**src/rtl/denise_bitplane_engine.sv**
```systemverilog
// denise_bitplane_engine: buffers per-plane fetch words, loads them into
// parallel-to-serial shifters on a plane-0 write, and delays each plane's
// pixel stream by the per-playfield scroll through a tapped history line.
module denise_bitplane_engine #(
  parameter int NPLANES = 8,
  parameter int DW      = 64,
  parameter int SCRW    = 8
) (
  input  logic               clk,
  input  logic               reset_n,
  input  logic               wr,
  input  logic [2:0]         wr_plane,
  input  logic [DW-1:0]      wr_data,
  input  logic [1:0]         fmode,
  input  logic [1:0]         res,
  input  logic [3:0]         nplanes_act,
  input  logic [SCRW-1:0]    scroll_odd,
  input  logic [SCRW-1:0]    scroll_even,
  output logic [NPLANES-1:0] bpldata,
  output logic               load_pulse,
  output logic               underrun
);

  localparam int HD = 2 ** SCRW;

  logic [DW-1:0]      plane_buf [NPLANES];
  logic [DW-1:0]      shifter   [NPLANES];
  logic [HD-1:0]      hist      [NPLANES];
  logic [NPLANES-1:0] fresh;
  logic [NPLANES-1:0] fresh_next;
  logic [NPLANES-1:0] wr_hit;
  logic [1:0]         phase;
  logic [SCRW-1:0]    scr_o;
  logic [SCRW-1:0]    scr_e;
  logic               load_r;
  logic               shift_en;
  logic               stale;

  // Keep only the top fetch-width bits of a word; narrower fetches leave the
  // tail of the shifter zero so an exhausted word reads as background.
  function automatic logic [DW-1:0] fetch_mask(input logic [1:0] fm);
    int w;
    logic [DW-1:0] m;
    case (fm)
      2'b00:   w = 16;
      2'b11:   w = 64;
      default: w = 32;
    endcase
    for (int i = 0; i < DW; i++) m[i] = (i + w >= DW);
    return m;
  endfunction

  // Decode the write strobe into a one-hot plane select; out-of-range planes
  // are dropped, and fresh flags restart at load except for a same-cycle write.
  always_comb begin
    wr_hit = '0;
    for (int p = 0; p < NPLANES; p++)
      wr_hit[p] = wr && (int'(wr_plane) == p);
    fresh_next = (load_r ? '0 : fresh) | wr_hit;
  end

  // Shift cadence derived from the free-running pixel phase.
  always_comb begin
    shift_en = 1'b1;
    case (res)
      2'b00:   shift_en = (phase == 2'd3);
      2'b01:   shift_en = phase[0];
      default: shift_en = 1'b1;
    endcase
  end

  // An enabled plane other than plane 0 that was not refreshed since the
  // previous load makes this load an underrun.
  always_comb begin
    stale = 1'b0;
    for (int p = 1; p < NPLANES; p++)
      if ((p < int'(nplanes_act)) && !fresh[p]) stale = 1'b1;
  end

  assign load_pulse = load_r;
  assign underrun   = load_r & stale;

  // Fetch buffers: capture masked words from the DMA write port.
  always_ff @(posedge clk or negedge reset_n) begin
    if (!reset_n) begin
      for (int p = 0; p < NPLANES; p++) plane_buf[p] <= '0;
    end else begin
      for (int p = 0; p < NPLANES; p++)
        if (wr_hit[p]) plane_buf[p] <= wr_data & fetch_mask(fmode);
    end
  end

  // Control: fresh tracking, load arm, pixel phase and latched scroll.
  always_ff @(posedge clk or negedge reset_n) begin
    if (!reset_n) begin
      fresh  <= '0;
      load_r <= 1'b0;
      phase  <= 2'd0;
      scr_o  <= '0;
      scr_e  <= '0;
    end else begin
      fresh  <= fresh_next;
      load_r <= wr_hit[0];
      phase  <= load_r ? 2'd0 : phase + 2'd1;
      if (load_r) begin
        scr_o <= scroll_odd;
        scr_e <= scroll_even;
      end
    end
  end

  // Shifters: parallel load takes priority over the zero-fill left shift.
  always_ff @(posedge clk or negedge reset_n) begin
    if (!reset_n) begin
      for (int p = 0; p < NPLANES; p++) shifter[p] <= '0;
    end else begin
      for (int p = 0; p < NPLANES; p++) begin
        if (load_r)        shifter[p] <= plane_buf[p];
        else if (shift_en) shifter[p] <= {shifter[p][DW-2:0], 1'b0};
      end
    end
  end

  // Delay line: record every shifter output pixel for the scroll taps.
  always_ff @(posedge clk or negedge reset_n) begin
    if (!reset_n) begin
      for (int p = 0; p < NPLANES; p++) hist[p] <= '0;
    end else begin
      for (int p = 0; p < NPLANES; p++)
        hist[p] <= {hist[p][HD-2:0], shifter[p][DW-1]};
    end
  end

  // Output taps: odd playfield on even plane indices, gated by plane count.
  always_comb begin
    bpldata = '0;
    for (int p = 0; p < NPLANES; p++)
      bpldata[p] = (p < int'(nplanes_act)) &&
                   ((p % 2 == 0) ? hist[p][scr_o] : hist[p][scr_e]);
  end

endmodule

```
**config.mk**
```make
export PLATFORM = sky130hd
export DESIGN_NAME = denise_bitplane_engine
export DESIGN_NICKNAME = d
export VERILOG_FILES = /design/src/rtl/denise_bitplane_engine.sv
export SDC_FILE = /design/constraint.sdc
export NUM_CORES = 2
export LEC_CHECK = 0
export CAP_MARGIN = 20
export CORE_MARGIN = 5
export CORE_UTILIZATION = 60
export DETAILED_ROUTE_END_ITERATION = 16
export PLACE_DENSITY = 0.76
export SKIP_LAST_GASP = 1
export SYNTH_ARGS = -nofsm -noshare
export SYNTH_HDL_FRONTEND = slang
export SYNTH_SLANG_ARGS = --single-unit
```
**constraint.sdc**
```tcl
create_clock -name clk -period 3.44 [get_ports clk]
set_clock_uncertainty 0.15 [all_clocks]
set_input_delay 0.344 -clock clk [delete_from_list [all_inputs] [get_ports clk]]
set_output_delay 0.344 -clock clk [all_outputs]
set_load 0.01 [all_outputs]
```
==> flow_summary.ini <==
[route]
routed_wl_um = 261000
drc = 0
final_antenna_net_count = 0
drt_iter0_markers = 5722
vias = 64600
first_pass_iters = 5
wire_per_inst_um = 24.4
vias_per_cell = 6.04

[floorplanning]
initial_core_util_pct = 60.1
die_h_um = 440
ios = 104
fp-row-count = 158
core_area_um2 = 185000
die_w_um = 440
die_area_um2 = 194000

[setup_path]
cp.arrival_ns = 3.86
cp_slowest_stage_delay_ns = 0.55
cp_top_family = buffers and inverters
critical_path_cell_count = 12
path_cells = buf_8 > buf_4 > mux4_2 > nand2_1 > nand2_1 > a2111oi_2 > nor4_2 > buf_4 > nand4b_1 > a22oi_2 > buf_6 > buf_6
required_ns = 2.95
path_max_fanout = 6
crit_type = flop to output port
cp-start-kind = flop
r2r_cells = 8
crit_path_top_delay_cell = a2111oi_2
worstSetupStartpoint = scr_o[0]$_DFFE_PN0P_
reg2reg_slack_ns = 0.82
cp.buffers_inverters = 5
reg2reg_from = phase[0]$_DFF_PN0_
r2r_end = shifter[153]$_DFFE_PN0P_
endpoint = bpldata[2]
critical_path.endpoint_type = output port

[yosys]
syn_area_per_cell_um2 = 14.8
syn_inst = 7513
synth_edf_count = 0
synthFlopType = dfrtp_1
yosysUniqueCellTypes = 73
ys_ff_latch = 3098
mappedNetlistNets = 7608
ys_warn_count = 0
async_reset_ff_share_pct = 100
netlist_area_um2 = 111000
ys_seq_area_share_pct = 69.8

[hold_path]
hp-class = input port to flop

[clocking]
htreeDepth = 5
clk_latency_ns = 0.96
numCtsBuffers = 312
numClockSinks = 3098
path_clk_slew_ns = 0.06
clk_path_buf_depth = 4
root_buffer = clkbuf_16
cts_tree = yes

[power]
switching_share_pct = 26.6
clockPowerShare_pct = 37.0
power_frac_comb_pct = 15.3
finalPower_mw = 93.8
switching_power_mw = 24.9
worst_ir_drop_vdd_mv = 0.490
power.density_nw_per_um2 = 721
p_int_mw = 68.9
leakagePower_nw = 60.7
p_seq_share_pct = 47.8

[global_route]
grt_max_degree = 235
antenna_found_initial = 4
grt_pass1_wl_um = 414000
grt_pass1_vias = 70000
grt_use_total_pct = 27.3
grt_overflow = 0

[cells_and_area]
stdcell_count = 10700
syn2layout_area_growth_pct = 17.0
drive_gt1_share_pct = 20.0
final_nets = 8084

[sta]
relSlewSlack_pct = 30.6
tns_ns = -5.96
maxSlewViolCount = 0
worst_pin_slew_ns = 1.04
fmax_ghz = 0.229
hold_viol = 0
min_period_ns = 4.36
period_share_pct = 127
fin_ws_ns = -0.918
setup-violations-final = 8
holdWs_ns = 0.0582
rsz0062_at_grt = yes

[job]
max_cap_viol_count = 0

[outcome]
violations = setup timing
status = complete, but fails checks

[placed_design]
place.port_buffers = 103
dpl.hpwl_um = 150000
dp.cells = 10100
gp_congestion = 0.824
preCtsSetupSlack_ns = -0.365
[what timing repair did]
item,4_1_cts,5_1_grt
gates cloned,10,5
gates resized for setup,157,113
setup endpoints to repair,9,8
setup buffers,28,22
hold buffers,18,0
endpoints found under the hold margin,1022,0
pin swaps,41,63
[metal layers]
| metal | part of all wire [%] | wire, um | vias up | GRT usage, % |
|---|---|---|---|---|
| met1 | 41 | 108000 | 34100 | 38.6 |
| li1 | - | - | 27600 | - |
| met3 | 6.0 | 15700 | 680 | 4.98 |
| met2 | 49 | 128000 | 2146 | 43.4 |
| met4 | 3.9 | 10100 | 2 | 10.3 |
| met5 | 0.0050 | 13 | - | 0 |
[state kept, by name, summed over array words and instances, names as in the netlist]
register,count
hist,2048
shifter,512
scr_o,8
plane_buf,512
fresh,7
load_pulse,1
scr_e,8
phase,2
[Yosys cell counts, types with 3 or more instances]
cell,count,area share [%]
a2111oi_0,22,0.17
a211oi_1,23,0.16
a21boi_0,6,0.041
a21oi_1,53,0.24
a22o_1,3,0.024
a22oi_1,11,0.074
a311oi_1,4,0.032
a31oi_1,4,0.023
a32oi_1,3,0.024
and2_1,12,0.068
buf_1,32,0.11
buf_12,12,0.22
buf_2,82,0.37
buf_4,22,0.15
buf_6,32,0.32
buf_8,16,0.22
clkbuf_1,273,0.92
clkbuf_4,3,0.020
dfrtp_1,3098,70
inv_1,14,0.047
mux2_2,123,1.2
mux2i_1,839,7.6
mux4_1,15,0.35
mux4_2,369,7.5
nand2_1,1093,3.7
nand2b_1,6,0.034
nand3_1,19,0.086
nand3b_1,4,0.027
nand4_1,8,0.045
nand4b_1,5,0.039
nor2_1,51,0.17
nor2b_1,14,0.079
nor3_1,27,0.12
nor4_1,15,0.084
o2111ai_1,3,0.024
o211ai_1,5,0.034
o21ai_0,951,4.3
o221ai_1,82,0.65
o22ai_1,103,0.58
o31ai_1,4,0.027
o41ai_1,3,0.024
or3_1,7,0.039
[worst min-delay path by stage]
| stage | cells after the start | startpoint | slack, ns | to |
|---|---|---|---|---|
| floorplan | 0 | reset_n | -0.10 | fresh[1]$_DFF_PN0_ |
| global placement | 0 | hist[129]$_DFF_PN0_ | 0.20 | hist[130]$_DFF_PN0_ |
| detailed placement | 0 | hist[639]$_DFF_PN0_ | 0.20 | hist[640]$_DFF_PN0_ |
| CTS | 2 | scroll_even[1] | 0.0009 | scr_e[1]$_DFFE_PN0P_ |
| global route | 2 | scroll_even[1] | 0.03 | scr_e[1]$_DFFE_PN0P_ |
| finish | 3 | wr_data[52] | 0.06 | plane_buf[500]$_DFFE_PN0P_ |
[through the flow]
stage / util (%) / cell area, um2
after floorplan: - / 111000
after global placement: 63.7 / 118000
after detailed placement: 63.7 / 118000
after CTS: 70.0 / 129000
after global routing: 70.4 / 130000
final: 70.4 / 130000
[worst register-to-register path, delay by kind of cell, from the launching register on]
| family | cells | cell delay, ns |
|---|---|---|
| AO/OA/AOI/OAI | 2 | 0.34 |
| AND/OR/NAND/NOR | 1 | 0.16 |
| adder cells (fa/ha/maj) | 1 | 0.23 |
| flip-flops | 1 | 0.43 |
| buffers and inverters | 3 | 0.84 |
| multiplexers | 1 | 0.31 |
[cells by family after synthesis]
| group | after synthesis | share of synthesized area, % |
|---|---|---|
| AND/OR/NAND/NOR | 1276 | 4.59 |
| multiplexers | 1346 | 16.6 |
| adder cells (fa/ha/maj) | 1 | 0.0113 |
| flip-flops | 3098 | 69.8 |
| AO/OA/AOI/OAI | 1303 | 6.61 |
| buffers and inverters | 489 | 2.39 |
[power groups by stage]
stage	Clock (mW)	Combinational [mW]	Sequential, mW
floorplan	0	8.55	43.8
global placement	0	12.6	44.9
detailed placement	0	13.0	45.2
CTS	35.1	13.9	44.7
global route	36.7	15.5	45.3
finish	34.7	14.3	44.8
[placed cells by master (no fill, tap or decap), types with 90 or more instances in the layout]
cell	synthesis	final
clkdlybuf4s50_1	0	94
nand2_1	1093	1079
mux4_2	369	370
dfrtp_1	3098	3090
mux2i_1	839	834
mux2_2	123	123
o21ai_0	951	938
buf_4	22	355
o22ai_1	103	90
clkbuf_16	0	324
buf_12	12	113
[layout make-up]
class                   instances  area, um2
well taps                    2480       3100
diodes                          2       5.00
inverters                      16       62.6
clock buffers                 455       9230
multi-input cells            3926      31900
clock inverters                84       1200
flip-flops and latches       3098      77600
repair buffers                635       7020
fillers                     11400      54800
Note: power is estimated with default switching activity, not from simulation.
